### src/rtl/mul_div_unit.sv
// Iterative RV32M multiply/divide unit. One result bit per clock: a shift-add
// multiply or a restoring shift-subtract divide, both working on magnitudes and
// followed by a sign fix-up. Presents a registered result with a one-cycle
// done pulse.
// Optional feature macro: MDU_FAST_SPECIAL_EN -- divide by zero, signed
// overflow and multiply by zero take a short path with busy held low.
//
// state | meaning
// IDLE  | waiting for start
// CALC  | iterating, one bit per edge, counter 31 down to 0
// FIX   | sign correction and half/quotient/remainder select into result
// DONE  | done pulse; a new start may be accepted here
// FAST  | (fast-special build only) registering a special-case result
module mul_div_unit #(
   parameter int XLEN = 32
) (
   input  logic            clk,
   input  logic            rst,
   input  logic            start,
   input  logic [2:0]      op,
   input  logic [XLEN-1:0] a,
   input  logic [XLEN-1:0] b,
   input  logic            flush,
   output logic            busy,
   output logic            done,
   output logic [XLEN-1:0] result
);

   localparam logic [2:0] S_IDLE = 3'd0;
   localparam logic [2:0] S_CALC = 3'd1;
   localparam logic [2:0] S_FIX  = 3'd2;
   localparam logic [2:0] S_DONE = 3'd3;
   localparam logic [2:0] S_FAST = 3'd4;

   logic [2:0]        state;
   logic [4:0]        cnt;
   logic [2:0]        op_q;
   logic [2*XLEN-1:0] acc;
   logic [XLEN-1:0]   opnd;
   logic              neg_q;
   logic              neg_r;
   logic              bz_q;

   logic              sgn_a, sgn_b;
   logic [XLEN-1:0]   mag_a, mag_b;
   logic              accept;
   logic [XLEN:0]     mul_sum;
   logic [XLEN:0]     trial;
   logic [2*XLEN-1:0] step_val;
   logic [2*XLEN-1:0] prod;
   logic [XLEN-1:0]   quo, rem, fix_val;

   // Operand sign flags and magnitudes for the incoming request.
   // Signed operands: a for MUL/MULH/MULHSU/DIV/REM, b for MUL/MULH/DIV/REM.
   always_comb begin
      sgn_a  = a[XLEN-1] & (op == 3'b000 || op == 3'b001 || op == 3'b010 ||
                            op == 3'b100 || op == 3'b110);
      sgn_b  = b[XLEN-1] & (op == 3'b000 || op == 3'b001 ||
                            op == 3'b100 || op == 3'b110);
      mag_a  = sgn_a ? -a : a;
      mag_b  = sgn_b ? -b : b;
      accept = start && !flush && (state == S_IDLE || state == S_DONE);
   end

   // One iteration: low half of acc holds the multiplier (MUL) or the
   // dividend shifting into quotient bits (DIV); high half accumulates.
   always_comb begin
      mul_sum = {1'b0, acc[2*XLEN-1:XLEN]} + (acc[0] ? {1'b0, opnd} : '0);
      trial   = acc[2*XLEN-1:XLEN-1] - {1'b0, opnd};
      if (!op_q[2])
         step_val = {mul_sum, acc[XLEN-1:1]};
      else if (!trial[XLEN])
         step_val = {trial[XLEN-1:0], acc[XLEN-2:0], 1'b1};
      else
         step_val = {acc[2*XLEN-2:0], 1'b0};
   end

   // Sign fix-up and final select.
   always_comb begin
      prod    = neg_q ? -acc : acc;
      quo     = bz_q ? '1 : (neg_q ? -acc[XLEN-1:0] : acc[XLEN-1:0]);
      rem     = neg_r ? -acc[2*XLEN-1:XLEN] : acc[2*XLEN-1:XLEN];
      if (!op_q[2])
         fix_val = (op_q[1:0] == 2'b00) ? prod[XLEN-1:0] : prod[2*XLEN-1:XLEN];
      else
         fix_val = op_q[1] ? rem : quo;
   end

   // Control FSM and datapath registers.
   always_ff @(posedge clk) begin
      if (rst) begin
         state  <= S_IDLE;
         cnt    <= '0;
         op_q   <= '0;
         acc    <= '0;
         opnd   <= '0;
         neg_q  <= 1'b0;
         neg_r  <= 1'b0;
         bz_q   <= 1'b0;
         result <= '0;
      end else if (flush && state != S_IDLE) begin
         state <= S_IDLE;
      end else begin
         case (state)
            S_IDLE, S_DONE: begin
               if (accept) begin
                  op_q  <= op;
                  opnd  <= op[2] ? mag_b : mag_a;
                  acc   <= {{XLEN{1'b0}}, (op[2] ? mag_a : mag_b)};
                  neg_q <= sgn_a ^ sgn_b;
                  neg_r <= sgn_a;
                  bz_q  <= (b == '0);
                  cnt   <= 5'd31;
                  state <= S_CALC;
`ifdef MDU_FAST_SPECIAL_EN
                  // Preload acc with the final magnitude pair so FIX logic
                  // produces the special result directly.
                  if (op[2] && b == '0) begin
                     acc   <= {mag_a, {XLEN{1'b1}}};
                     state <= S_FAST;
                  end else if (op[2] && !op[0] && a == {1'b1, {(XLEN-1){1'b0}}} && b == '1) begin
                     state <= S_FAST;
                  end else if (!op[2] && (a == '0 || b == '0)) begin
                     acc   <= '0;
                     state <= S_FAST;
                  end
`endif
               end else begin
                  state <= S_IDLE;
               end
            end
            S_CALC: begin
               acc <= step_val;
               cnt <= cnt - 5'd1;
               if (cnt == 5'd0)
                  state <= S_FIX;
            end
            S_FIX, S_FAST: begin
               result <= fix_val;
               state  <= S_DONE;
            end
            default: state <= S_IDLE;
         endcase
      end
   end

   assign busy = (state == S_CALC) || (state == S_FIX);
   assign done = (state == S_DONE);

endmodule

### config.mk
export PLATFORM = sky130hd
export DESIGN_NAME = mul_div_unit
export DESIGN_NICKNAME = d
export VERILOG_FILES = /design/src/rtl/mul_div_unit.sv
export SDC_FILE = /design/constraint.sdc
export NUM_CORES = 1
export LEC_CHECK = 0
export CORE_MARGIN = 2
export CORE_UTILIZATION = 40
export DETAILED_ROUTE_END_ITERATION = 10
export PLACE_DENSITY = 0.58
export SLEW_MARGIN = 40
export SYNTH_ARGS = -nofsm -noshare
export SYNTH_HDL_FRONTEND = slang
export SYNTH_SLANG_ARGS = --single-unit
### constraint.sdc
create_clock -name clk -period 3.9 [get_ports clk]
set_input_delay 1.17 -clock clk [delete_from_list [all_inputs] [get_ports clk]]
set_output_delay 1.17 -clock clk [all_outputs]
set_load 0.02 [all_outputs]
==> impl_metrics.prom, run 1 <==
# TYPE chip_impl_metric gauge
chip_impl_info{name="outcome",value="complete, no violations"} 1
chip_impl_metric{name="worstPathArrival",unit="ns"} 4.03
chip_impl_metric{name="gate_power_share",unit="%"} 49.1
chip_impl_metric{name="dieArea",unit="um2"} 37200
chip_impl_metric{name="drtAntennaViolNets",unit=""} 0
chip_impl_metric{name="clk_pin_slew_worst_paths",unit="ns"} 0.07
chip_impl_metric{name="detailroute.via_count",unit=""} 15900
chip_impl_metric{name="ys_seq_elements",unit=""} 141
chip_impl_metric{name="core_area",unit="um2"} 35300
chip_impl_metric{name="grt_start_max_net_pins",unit=""} 52
chip_impl_info{name="cts_tree",value="done"} 1
chip_impl_info{name="synthTopCellsByArea",value="sky130_fd_sc_hd__dfxtp_1 20%, sky130_fd_sc_hd__a21oi_1 6.7%, sky130_fd_sc_hd__ha_1 6.5%"} 1
chip_impl_info{name="yosys.area.top_type",value="sky130_fd_sc_hd__dfxtp_1"} 1
chip_impl_metric{name="data_required_time_at_the_worst_endpoint",unit="ns"} 4.25
chip_impl_metric{name="cts_made_buffers",unit=""} 17
chip_impl_metric{name="cap_viol_max_count",unit=""} 0
chip_impl_metric{name="fraction_of_synthesis_flops_using_an_asynchronous_set_or_reset_pin",unit="%"} 0
chip_impl_info{name="setup.worst_path.start_class",value="flop"} 1
chip_impl_info{name="post-synth-top-count-cell",value="sky130_fd_sc_hd__nor2_1"} 1
chip_impl_metric{name="switchingPower",unit="uW"} 3050
chip_impl_metric{name="grt_pass1_wl",unit="um"} 87700
chip_impl_metric{name="drive_gt1_share",unit="%"} 10.8
chip_impl_info{name="post_synth_most_frequent_cells",value="243 x sky130_fd_sc_hd__nor2_1, 221 x sky130_fd_sc_hd__nand2_1, 192 x sky130_fd_sc_hd__a21oi_1, 150 x sky130_fd_sc_hd__o21ai_0, 141 x sky130_fd_sc_hd__dfxtp_1"} 1
chip_impl_info{name="min-delay-path-class",value="reg -> reg"} 1
chip_impl_metric{name="synth_largest_type_area_fraction",unit="%"} 19.8
chip_impl_metric{name="diodes",unit=""} 0
chip_impl_metric{name="die_height",unit="um"} 193
chip_impl_metric{name="first_pass_iters",unit=""} 6
chip_impl_metric{name="p_clk_share",unit="%"} 24.6
chip_impl_metric{name="via_per_instance_ratio",unit=""} 6.00
chip_impl_metric{name="max_clock_freq",unit="MHz"} 272
chip_impl_metric{name="grtUsageTotal",unit="%"} 31.0
chip_impl_metric{name="die_x",unit="um"} 193
chip_impl_metric{name="postSynthCellCount",unit=""} 2035
chip_impl_metric{name="p_leak",unit="uW"} 0.00700
chip_impl_info{name="critical_path_class",value="reg -> reg"} 1
chip_impl_metric{name="worst_pin_slew",unit="ns"} 0.818
chip_impl_metric{name="via_count_of_the_first_global_routing_pass",unit=""} 14700
chip_impl_metric{name="setup_violations",unit=""} 0
chip_impl_metric{name="postSynthAreaPerCell",unit="um2"} 7.00
chip_impl_metric{name="cts_buffer_depth",unit=""} 2
chip_impl_metric{name="final_weighted_congestion_in_routability_driven_placement",unit=""} 0.989
chip_impl_metric{name="placed_cells_incl_taps",unit=""} 2615
chip_impl_metric{name="route.detailed.wl_per_inst",unit="um"} 21.8
chip_impl_metric{name="pwr-share-seq",unit="%"} 26.3
chip_impl_metric{name="switching_share",unit="%"} 43.8
chip_impl_metric{name="hold_violations",unit=""} 0
chip_impl_metric{name="fin_crit",unit="ns"} 3.68
chip_impl_metric{name="layout-area-overhead-vs-synth",unit="%"} 20.2
chip_impl_metric{name="wirelength",unit="um"} 57600
chip_impl_metric{name="synth.yosys.seq_area_share",unit="%"} 19.8
chip_impl_metric{name="initial_antenna_violation_count",unit=""} 1
chip_impl_metric{name="finalClockSkew",unit="ns"} 0.0108
chip_impl_metric{name="yosysWarningCount",unit=""} 0
chip_impl_metric{name="finish.cell_count_without_fillers",unit=""} 2646
chip_impl_metric{name="period_share",unit="%"} 94.4
chip_impl_metric{name="drtIter0Drc",unit=""} 1375
chip_impl_metric{name="final_util",unit="%"} 48.5
chip_impl_metric{name="power_density",unit="nW/um2"} 407
chip_impl_metric{name="timing.critical_path.slowest_cell_delay",unit="ns"} 0.37
chip_impl_metric{name="irDropWorstVdd",unit="V"} 0.000295
chip_impl_metric{name="postSynthNetCount",unit=""} 2182
chip_impl_metric{name="io_pins",unit=""} 105
chip_impl_metric{name="detail_route.drc_violations",unit=""} 0
chip_impl_info{name="synth_top_flop_cell",value="sky130_fd_sc_hd__dfxtp_1"} 1
chip_impl_metric{name="overflow",unit=""} 0
chip_impl_metric{name="power_report.internal_total",unit="uW"} 3920
chip_impl_metric{name="report.power.total",unit="uW"} 6970
chip_impl_metric{name="place_hpwl",unit="um"} 45400
chip_impl_metric{name="netlist-cell-type-count",unit=""} 75
chip_impl_metric{name="htree_num_levels",unit=""} 4
chip_impl_metric{name="synth_enable_flop_cells",unit=""} 0
chip_impl_info{name="cp_cell_sequence",value="inv_1 > buf_4 > nor2_1 > ha_1 > and3_1 > nor2b_1 > o2111ai_1 > nand4_1 > a21oi_1 > nor2_1 > o211ai_1 > a31o_2 > a221oi_1"} 1
chip_impl_info{name="cp-end-kind",value="flop"} 1
chip_impl_metric{name="placement_rows",unit=""} 69
chip_impl_metric{name="max-slew-margin-rel",unit="%"} 44.9
chip_impl_info{name="cts_root_buffer",value="sky130_fd_sc_hd__clkbuf_16"} 1
chip_impl_metric{name="slew_violations",unit=""} 0
chip_impl_metric{name="hold_buffer_count_at_cts",unit=""} 0
chip_impl_info{name="setup_repair_after_global_routing_missed_its_margin",value="true"} 1
chip_impl_metric{name="port-buffer-count",unit=""} 104
chip_impl_metric{name="finalNetCount",unit=""} 2320
chip_impl_info{name="most_used_cell_along_the_critical_path",value="sky130_fd_sc_hd__nor2_1"} 1
chip_impl_info{name="cpMaxStageDelayCell",value="sky130_fd_sc_hd__inv_1"} 1
chip_impl_metric{name="postCtsResizedCells",unit=""} 0
chip_impl_metric{name="largest_fanout_of_any_net_on_the_critical_path",unit=""} 16
chip_impl_metric{name="start_util",unit="%"} 40.4
chip_impl_metric{name="worst_skew_pair_later_pin_latency",unit="ns"} 0.45
chip_impl_metric{name="post-cts-setup-buffer-count",unit=""} 0
chip_impl_metric{name="cts.sinks",unit=""} 141
chip_impl_metric{name="post_synth_instance_area",unit="um2"} 14300
==> flip-flops by register name (all words and copies together) (netlist names) <==
signal	count
acc	64
bz_q	1
cnt	5
neg_q	1
neg_r	1
op_q	3
opnd	32
result	32
state	2
==> placed cells by master, fill, tap and decap left out, types with 14 or more instances in the layout <==
| master | instances |
|---|---|
| sky130_fd_sc_hd__xor2_1 | 98 |
| sky130_fd_sc_hd__or4_1 | 15 |
| sky130_fd_sc_hd__clkdlybuf4s50_1 | 102 |
| sky130_fd_sc_hd__nor3_1 | 47 |
| sky130_fd_sc_hd__nand2b_1 | 29 |
| sky130_fd_sc_hd__a211oi_1 | 37 |
| sky130_fd_sc_hd__mux2i_1 | 50 |
| sky130_fd_sc_hd__a31oi_1 | 19 |
| sky130_fd_sc_hd__nand2_1 | 221 |
| sky130_fd_sc_hd__a21oi_1 | 191 |
| sky130_fd_sc_hd__ha_1 | 74 |
| sky130_fd_sc_hd__or3_1 | 31 |
| sky130_fd_sc_hd__nor4_1 | 19 |
| sky130_fd_sc_hd__nand3_1 | 39 |
| sky130_fd_sc_hd__inv_1 | 64 |
| sky130_fd_sc_hd__o31ai_1 | 20 |
| sky130_fd_sc_hd__clkbuf_16 | 17 |
| sky130_fd_sc_hd__dfxtp_1 | 139 |
| sky130_fd_sc_hd__o21ai_0 | 150 |
| sky130_fd_sc_hd__xnor2_1 | 99 |
| sky130_fd_sc_hd__o22ai_1 | 14 |
| sky130_fd_sc_hd__o211ai_1 | 22 |
| sky130_fd_sc_hd__nor2_1 | 241 |
| sky130_fd_sc_hd__a22oi_1 | 19 |
| sky130_fd_sc_hd__buf_4 | 152 |
| sky130_fd_sc_hd__a221oi_1 | 17 |
| sky130_fd_sc_hd__a21o_1 | 27 |
| sky130_fd_sc_hd__mux2_2 | 16 |
| sky130_fd_sc_hd__nor2b_1 | 15 |
==> metrics by stage <==
step                hold slack, ns  area (um2)  TNS (ns)  worst slack [ns]
CTS                          0.448       17100         0             0.236
finish                       0.443       17100         0             0.218
global route                 0.473       17100   -0.0351           -0.0351
detailed placement           0.438       16500     -1.97            -0.219
global placement             0.432       16500     -1.58            -0.244
floorplan                    0.432       14300         0             0.292
==> path summary, 6_finish.rpt <==
path | startpoint | end | slack (ns) | cells after the start
max | acc[0] | acc[63] | 0.22 | 13
min | result[18] | result[18] | 0.44 | 2
max reg2reg | acc[0] | acc[63] | 0.22 | 13
min reg2reg | result[18] | result[18] | 0.44 | 2
==> power by group through the flow <==
stage | sequential (uW) | combinational (uW) | clock, uW
4_1_cts | 1830 | 3350 | 1740
3_5_place_dp | 1860 | 3340 | 0
6_report | 1830 | 3420 | 1710
3_3_place_gp | 1860 | 3320 | 0
5_1_grt | 1860 | 3690 | 1790
2_1_floorplan | 1840 | 2080 | 0
==> area by class of cell <==
cell class              count  area [um2]
fillers                  3589       18200
multi-input cells        1690       10700
flip-flops and latches    141        2830
repair buffers            257        2210
well taps                 461         577
clock buffers              20         457
inverters                  66         248
clock inverters            11         133
==> routing by layer <==
metal  share of wire [%]  wire length [um]  GRT usage (%)
met5               0.031                18              0
met4                 3.8              2210           12.4
met3                 6.4              3700           3.96
met2                  45             26000           49.8
met1                  45             25700           42.0
==> critical path: cells and delay by family (launching register included) <==
family	cells	cell delay (ns)
and+or+nand+nor	5	1.00
AOI/OAI and AO/OA	5	1.14
DFF	1	0.36
adders and majority gates	1	0.37
buffers and inverters	2	0.69
==> kinds of logic after synthesis <==
group	synth area share (%)
and+or+nand+nor	23.9
AOI/OAI and AO/OA	27.2
buffers and inverters	5.40
xor gates and xnor gates	12.1
DFF	19.8
adders and majority gates	6.78
muxes	4.78
Power figures use the tool's default switching activity.
==> inputs of run 2 (changes only) <==
SETUP_SLACK_MARGIN = 0.3   (was not set)
==> run 2 against run 1 <==
Against the previous run: critical path depth is 4 lower; hold slack worse by 0.0011 ns; count of clock-buffer cells in the layout is 1 lower; clock skew is 0.00077 ns lower; sequential share of layout area is 0.27 points lower.
==> impl_metrics.prom, run 2 (same netlist as run 1, synthesis figures left out) <==
# TYPE chip_impl_metric gauge
chip_impl_info{name="outcome",value="complete, no violations"} 1
chip_impl_metric{name="hold_violations",unit=""} 0
chip_impl_metric{name="drtIter0Drc",unit=""} 1512
chip_impl_metric{name="final_design_area_no_fill",unit="um2"} 17400
chip_impl_metric{name="first_pass_iters",unit=""} 6
chip_impl_info{name="crit_start",value="acc[10]"} 1
chip_impl_metric{name="cts_made_buffers",unit=""} 17
chip_impl_metric{name="finalClockSkew",unit="ns"} 0.0100
chip_impl_metric{name="slew_violations",unit=""} 0
chip_impl_metric{name="layout-area-overhead-vs-synth",unit="%"} 22.3
chip_impl_metric{name="grt_start_max_net_pins",unit=""} 61
chip_impl_metric{name="power_report.internal_total",unit="uW"} 3970
chip_impl_info{name="critical_path_class",value="reg -> reg"} 1
chip_impl_metric{name="port-buffer-count",unit=""} 104
chip_impl_info{name="cp-endpoint",value="result[21]"} 1
chip_impl_info{name="layout_commonest_cell",value="sky130_fd_sc_hd__nor2_1"} 1
chip_impl_metric{name="fin_worst_hold_slack",unit="ns"} 0.442
chip_impl_metric{name="largest_reg_flops",unit=""} 64
chip_impl_metric{name="worstPathArrival",unit="ns"} 3.82
chip_impl_metric{name="switchingPower",unit="uW"} 3080
chip_impl_metric{name="clk_pin_slew_worst_paths",unit="ns"} 0.06
chip_impl_metric{name="pwr-share-seq",unit="%"} 26.2
chip_impl_metric{name="detailroute.via_count",unit=""} 16100
chip_impl_metric{name="power_density",unit="nW/um2"} 405
chip_impl_metric{name="p_leak",unit="uW"} 0.00714
chip_impl_metric{name="max_clock_freq",unit="MHz"} 290
chip_impl_metric{name="timing.critical_path.slowest_cell_delay",unit="ns"} 0.60
chip_impl_metric{name="report.power.total",unit="uW"} 7050
chip_impl_metric{name="max-slew-margin-rel",unit="%"} 42.2
chip_impl_metric{name="worst_pin_slew",unit="ns"} 0.865
chip_impl_metric{name="cts.sinks",unit=""} 141
chip_impl_metric{name="period_share",unit="%"} 88.5
chip_impl_info{name="biggestRegsByFlops",value="acc: 64 flops, opnd: 32 flops, result: 32 flops"} 1
chip_impl_metric{name="dieArea",unit="um2"} 37200
chip_impl_metric{name="finalNetCount",unit=""} 2339
chip_impl_metric{name="die_x",unit="um"} 193
chip_impl_metric{name="place_hpwl",unit="um"} 45800
chip_impl_info{name="timing.rr.end",value="result[21]"} 1
chip_impl_metric{name="placement_rows",unit=""} 69
chip_impl_metric{name="setup_violations",unit=""} 0
chip_impl_metric{name="fillers",unit=""} 3540
chip_impl_info{name="setup.worst_path.start_class",value="flop"} 1
chip_impl_metric{name="cts_buffer_depth",unit=""} 2
chip_impl_metric{name="io_pins",unit=""} 105
chip_impl_metric{name="drtAntennaViolNets",unit=""} 0
chip_impl_info{name="max_flop_register",value="acc"} 1
chip_impl_metric{name="gate_power_share",unit="%"} 49.6
chip_impl_metric{name="die_height",unit="um"} 193
chip_impl_metric{name="irDropWorstVdd",unit="V"} 0.000341
chip_impl_metric{name="via_per_instance_ratio",unit=""} 6.03
chip_impl_metric{name="core_area",unit="um2"} 35300
chip_impl_metric{name="final_weighted_congestion_in_routability_driven_placement",unit=""} 0.976
chip_impl_metric{name="htree_num_levels",unit=""} 4
chip_impl_metric{name="r2r.worst_path.cells",unit=""} 9
chip_impl_metric{name="switching_share",unit="%"} 43.7
chip_impl_info{name="critical_path.reg2reg.startpoint",value="acc[10]"} 1
chip_impl_metric{name="start_util",unit="%"} 40.4
chip_impl_metric{name="route.detailed.wl_per_inst",unit="um"} 21.8
chip_impl_metric{name="largest_fanout_of_any_net_on_the_critical_path",unit=""} 5
chip_impl_metric{name="via_count_of_the_first_global_routing_pass",unit=""} 15200
chip_impl_metric{name="detail_route.drc_violations",unit=""} 0
chip_impl_info{name="cpMaxStageDelayCell",value="sky130_fd_sc_hd__or4_4"} 1
chip_impl_metric{name="rrSetupSlack",unit="ns"} 0.45
chip_impl_metric{name="initial_antenna_violation_count",unit=""} 1
chip_impl_info{name="most_used_cell_along_the_critical_path",value="sky130_fd_sc_hd__or4_4"} 1
chip_impl_metric{name="grt_pass1_wl",unit="um"} 88500
chip_impl_metric{name="placed_cells_incl_taps",unit=""} 2624
chip_impl_info{name="cp_cell_sequence",value="or4_4 > or4_4 > or2_1 > or4_4 > o41a_1 > a21oi_1 > xnor2_1 > nand2_1 > a311oi_1"} 1
chip_impl_info{name="cts_tree",value="done"} 1
chip_impl_metric{name="overflow",unit=""} 0
chip_impl_info{name="final_cell_mix",value="240 x sky130_fd_sc_hd__nor2_1, 221 x sky130_fd_sc_hd__nand2_1, 188 x sky130_fd_sc_hd__a21oi_1, 168 x sky130_fd_sc_hd__buf_4, 146 x sky130_fd_sc_hd__o21ai_0"} 1
chip_impl_metric{name="data_required_time_at_the_worst_endpoint",unit="ns"} 4.27
chip_impl_info{name="setup_repair_after_global_routing_missed_its_margin",value="true"} 1
chip_impl_metric{name="grtUsageTotal",unit="%"} 31.3
chip_impl_metric{name="placement.cell_area",unit="um2"} 16600
chip_impl_metric{name="finalSetupTns",unit="ns"} 0
chip_impl_metric{name="cap_viol_max_count",unit=""} 0
chip_impl_metric{name="finish.cell_count_without_fillers",unit=""} 2668
chip_impl_info{name="min-delay-path-class",value="reg -> reg"} 1
chip_impl_info{name="cp-end-kind",value="flop"} 1
chip_impl_info{name="cts_root_buffer",value="sky130_fd_sc_hd__clkbuf_16"} 1
chip_impl_metric{name="wirelength",unit="um"} 58300
chip_impl_metric{name="p_clk_share",unit="%"} 24.2
chip_impl_metric{name="worst_skew_pair_later_pin_latency",unit="ns"} 0.46
chip_impl_metric{name="fin_crit",unit="ns"} 3.45
chip_impl_metric{name="drive_gt1_share",unit="%"} 12.6
## run 2: changes by cell type in the layout (fill, tap and decap cells not counted), sizes merged
cell and change:
buf +18, dlymetal6s2s +2, inv -3, clkdlybuf4s50 -3, clkbuf -1, dlygate4sd2 +1, diode +2, clkinvlp +1
clkinv +5
## run 2: worst min path at each step
| stage | start | end | slack, ns | cells after the start |
|---|---|---|---|---|
| global placement | result[18] | result[18] | 0.43 | 2 |
| global route | result[18] | result[18] | 0.47 | 2 |
| CTS | result[18] | result[18] | 0.45 | 2 |
| detailed placement | result[18] | result[18] | 0.44 | 2 |
| floorplan | opnd[19] | opnd[19] | 0.43 | 2 |
| finish | result[18] | result[18] | 0.44 | 2 |
## run 2: area by class of cell
type | count | area [um2] | share of cell area [%]
Timing Repair Buffer | 275 | 2360 | 13.6
Multi-Input combinational cell | 1690 | 10800 | 62.0
Inverter | 66 | 251 | 1.44
Sequential cell | 141 | 2830 | 16.2
Clock buffer | 19 | 453 | 2.60
Antenna cell | 2 | 5.00 | 0.0287
Timing Repair inverter | 1 | 5.00 | 0.0287
Tap cell | 461 | 577 | 3.31
Clock inverter | 13 | 140 | 0.804
## run 2: worst max-delay path, delay by kind of cell (launching register included)
kind	cells	cell delay, ns
AND/OR/NAND/NOR	5	2.03
AO/OA/AOI/OAI	3	0.88
flip-flops	1	0.32
XOR/XNOR	1	0.14
## run 2: per-stage QoR
stage          utilization, %  setup slack (ns)
2_1_floorplan               -             0.334
3_3_place_gp             47.1            -0.319
3_5_place_dp             47.1            -0.311
4_1_cts                  48.9             0.309
5_1_grt                  49.3             0.254
6_report                 49.4             0.449
## run 2: power by group through the flow
stage | registers [uW] | logic [uW] | clock network, uW
after floorplan | 1840 | 2080 | 0
after global placement | 1860 | 3340 | 0
after CTS | 1840 | 3390 | 1730
after detailed placement | 1870 | 3360 | 0
final | 1850 | 3500 | 1710
after global routing | 1870 | 3770 | 1790
## run 2: metal layers
| metal | up-vias | global-route usage (%) | share of wire [%] | wire length, um |
|---|---|---|---|---|
| li1 | 7638 | - | - | - |
| met1 | 7565 | 41.9 | 43 | 25200 |
| met2 | 763 | 49.9 | 45 | 26300 |
| met3 | 111 | 4.13 | 7.5 | 4360 |
| met4 | 0 | 14.3 | 4.2 | 2450 |
| met5 | - | 0 | 0 | 0 |
## run 2: repair_timing
item	CTS	global route
gates resized for setup	7	28
gates cloned	0	1
endpoints found under the setup margin	31	36
pin swaps	2	10
setup buffers	3	6
hold buffers	0	0
==> inputs of run 3 (changes only) <==
ABC_AREA = 0   (was not set)
RECOVER_POWER = 25   (was not set)
==> run 3 against run 2 <==
Against the previous run: the flow now finishes with violations (max-capacitance violations, max-slew violations); clock power is essentially flat; global-route usage is the same; cell area is essentially flat; core utilization is essentially flat; sequential share of layout area is essentially flat; highest routed layer unchanged.
==> impl_metrics.prom, run 3 (same netlist as run 1, synthesis figures left out) <==
# TYPE chip_impl_metric gauge
chip_impl_info{name="cts_root_buffer",value="sky130_fd_sc_hd__clkbuf_16"} 1
chip_impl_metric{name="r2r.worst_path.cells",unit=""} 13
chip_impl_metric{name="initial_antenna_violation_count",unit=""} 1
chip_impl_metric{name="placement_rows",unit=""} 69
chip_impl_metric{name="setup_violations",unit=""} 0
chip_impl_metric{name="final_util",unit="%"} 49.3
chip_impl_metric{name="global_route.usage.met3",unit="%"} 4.13
chip_impl_metric{name="place_hpwl",unit="um"} 45800
chip_impl_metric{name="fin_crit",unit="ns"} 3.56
chip_impl_metric{name="cts.sinks",unit=""} 141
chip_impl_metric{name="period_share",unit="%"} 91.2
chip_impl_metric{name="route.detailed.wl_per_inst",unit="um"} 21.8
chip_impl_metric{name="data_required_time_at_the_worst_endpoint",unit="ns"} 4.29
chip_impl_metric{name="max-slew-margin-rel",unit="%"} -33.1
chip_impl_metric{name="dieArea",unit="um2"} 37200
chip_impl_info{name="max_flop_register",value="acc"} 1
chip_impl_metric{name="grt_pass1_wl",unit="um"} 88500
chip_impl_metric{name="worstHoldPathCells",unit=""} 2
chip_impl_info{name="timing.rr.end",value="acc[61]"} 1
chip_impl_metric{name="start_util",unit="%"} 40.4
chip_impl_info{name="setup_repair_after_global_routing_missed_its_margin",value="true"} 1
chip_impl_metric{name="io_pins",unit=""} 105
chip_impl_metric{name="grt.met1_usage",unit="%"} 41.9
chip_impl_info{name="min-delay-path-class",value="reg -> reg"} 1
chip_impl_metric{name="p_leak",unit="uW"} 0.00724
chip_impl_metric{name="layout-area-overhead-vs-synth",unit="%"} 22.2
chip_impl_metric{name="worstPathArrival",unit="ns"} 3.94
chip_impl_metric{name="wirelength",unit="um"} 58300
chip_impl_info{name="final_cell_mix",value="240 x sky130_fd_sc_hd__nor2_1, 221 x sky130_fd_sc_hd__nand2_1, 188 x sky130_fd_sc_hd__a21oi_1, 165 x sky130_fd_sc_hd__buf_4, 146 x sky130_fd_sc_hd__o21ai_0"} 1
chip_impl_metric{name="grtUsageTotal",unit="%"} 31.3
chip_impl_metric{name="detail_route.drc_violations",unit=""} 0
chip_impl_metric{name="largest_reg_flops",unit=""} 64
chip_impl_info{name="cp-end-kind",value="flop"} 1
chip_impl_info{name="setup.worst_path.start_class",value="input pin"} 1
chip_impl_metric{name="max_clock_freq",unit="MHz"} 281
chip_impl_metric{name="layout.area.seq",unit="um2"} 2830
chip_impl_metric{name="drtAntennaViolNets",unit=""} 0
chip_impl_metric{name="fillers",unit=""} 3542
chip_impl_info{name="holdPathEnd",value="result[18]"} 1
chip_impl_metric{name="slew_violations",unit=""} 40
chip_impl_metric{name="postLayoutSetupSlackWorst",unit="ns"} 0.345
chip_impl_metric{name="final_weighted_congestion_in_routability_driven_placement",unit=""} 0.976
chip_impl_info{name="biggestRegsByFlops",value="acc: 64 flops, opnd: 32 flops, result: 32 flops"} 1
chip_impl_info{name="grt_most_used_layer",value="met2"} 1
chip_impl_metric{name="core_area",unit="um2"} 35300
chip_impl_metric{name="cts_buffer_depth",unit=""} 2
chip_impl_metric{name="finalClockSkew",unit="ns"} 0.00992
chip_impl_info{name="cts_tree",value="done"} 1
chip_impl_metric{name="finalSetupTns",unit="ns"} 0
chip_impl_metric{name="finalNetCount",unit=""} 2339
chip_impl_metric{name="multiInputGateArea",unit="um2"} 10800
chip_impl_metric{name="htree_num_levels",unit=""} 4
chip_impl_metric{name="hold_buffer_count_at_cts",unit=""} 0
chip_impl_metric{name="drive_gt1_share",unit="%"} 12.5
chip_impl_metric{name="hold_violations",unit=""} 0
chip_impl_metric{name="worst_pin_slew",unit="ns"} 2.00
chip_impl_metric{name="detailroute.via_count",unit=""} 16000
chip_impl_info{name="critical_path.reg2reg.startpoint",value="acc[0]"} 1
chip_impl_metric{name="final_design_area_no_fill",unit="um2"} 17400
chip_impl_metric{name="largest_fanout_of_any_net_on_the_critical_path",unit=""} 39
chip_impl_metric{name="worst_skew_pair_later_pin_latency",unit="ns"} 0.46
chip_impl_metric{name="via_count_of_the_first_global_routing_pass",unit=""} 15200
chip_impl_metric{name="overflow",unit=""} 0
chip_impl_metric{name="via_per_instance_ratio",unit=""} 6.01
chip_impl_metric{name="rrSetupSlack",unit="ns"} 0.43
chip_impl_metric{name="first_pass_iters",unit=""} 6
chip_impl_info{name="critical_path_class",value="in -> reg"} 1
chip_impl_metric{name="cts_made_buffers",unit=""} 17
chip_impl_metric{name="port-buffer-count",unit=""} 104
chip_impl_metric{name="clk_pin_slew_worst_paths",unit="ns"} 0.06
chip_impl_metric{name="die_height",unit="um"} 193
chip_impl_metric{name="power_density",unit="nW/um2"} 404
chip_impl_metric{name="dp_worst_setup_slack",unit="ns"} -0.311
chip_impl_info{name="outcome",value="finished, violations left"} 1
chip_impl_metric{name="drtIter0Drc",unit=""} 1569
chip_impl_metric{name="placement.cell_area",unit="um2"} 16600
chip_impl_metric{name="grt_start_max_net_pins",unit=""} 61
chip_impl_metric{name="cap_viol_max_count",unit=""} 1
chip_impl_metric{name="report.power.total",unit="uW"} 7030
chip_impl_info{name="layout_commonest_cell",value="sky130_fd_sc_hd__nor2_1"} 1
chip_impl_metric{name="grt.met2_usage",unit="%"} 49.9
chip_impl_metric{name="irDropWorstVdd",unit="V"} 0.000343
chip_impl_metric{name="die_x",unit="um"} 193
chip_impl_info{name="hold_start",value="result[18]"} 1
chip_impl_info{name="violations",value="max-capacitance violations, max-slew violations"} 1
run 3: critical path, cell delays in order:
cell and delay (ns):
sky130_fd_sc_hd__clkdlybuf4s50_1 0.44, sky130_fd_sc_hd__nor2_1 0.12, sky130_fd_sc_hd__and2_0 0.13, sky130_fd_sc_hd__clkbuf_1 1.42, sky130_fd_sc_hd__o211ai_1 0.37, sky130_fd_sc_hd__a21oi_1 0.25
run 3: metal layers:
metal  share of wire [%]  vias to the layer above
li1                    -                     7636
met1                  44                     7586
met2                  45                      705
met3                 7.0                      105
met4                 4.2                        0
met5                   0                        -
run 3: cell type report:
class                   count  share of cell area (%)
multi-input cells        1690                    62.0
flip-flops and latches    141                    16.2
repair buffers            275                    13.5
well taps                 461                    3.31
clock buffers              19                    2.60
inverters                  66                    1.44
clock inverters            13                   0.805
repair inverters            1                  0.0287
diodes                      2                  0.0287
run 3: worst max path at each step:
stage | endpoint | slack, ns | startpoint
after global placement | opnd[26] | -0.32 | a[3]
after global routing | opnd[10] | 0.18 | flush
after CTS | acc[20] | 0.31 | a[5]
after detailed placement | acc[26] | -0.31 | a[3]
final | opnd[10] | 0.34 | flush
after floorplan | acc[30] | 0.33 | a[5]
run 3: stage by stage:
step / cells / hold slack (ns)
2_1_floorplan: 2035 / 0.432
3_5_place_dp: 2624 / 0.439
4_1_cts: 2659 / 0.450
5_1_grt: 2666 / 0.465
3_3_place_gp: 2624 / 0.434
6_report: 2668 / 0.439
run 3: timing repair:
action                     in CTS  in global routing
setup endpoints to repair      31                 36
pin swaps                       2                 10
gates cloned                    0                  1
resized for setup               7                 28
buffers inserted                3                  6
run 3: where the power goes:
| part | internal, uW | switching [uW] |
|---|---|---|
| combinational | 1350 | 2130 |
| sequential | 1630 | 214 |
| clock | 976 | 735 |
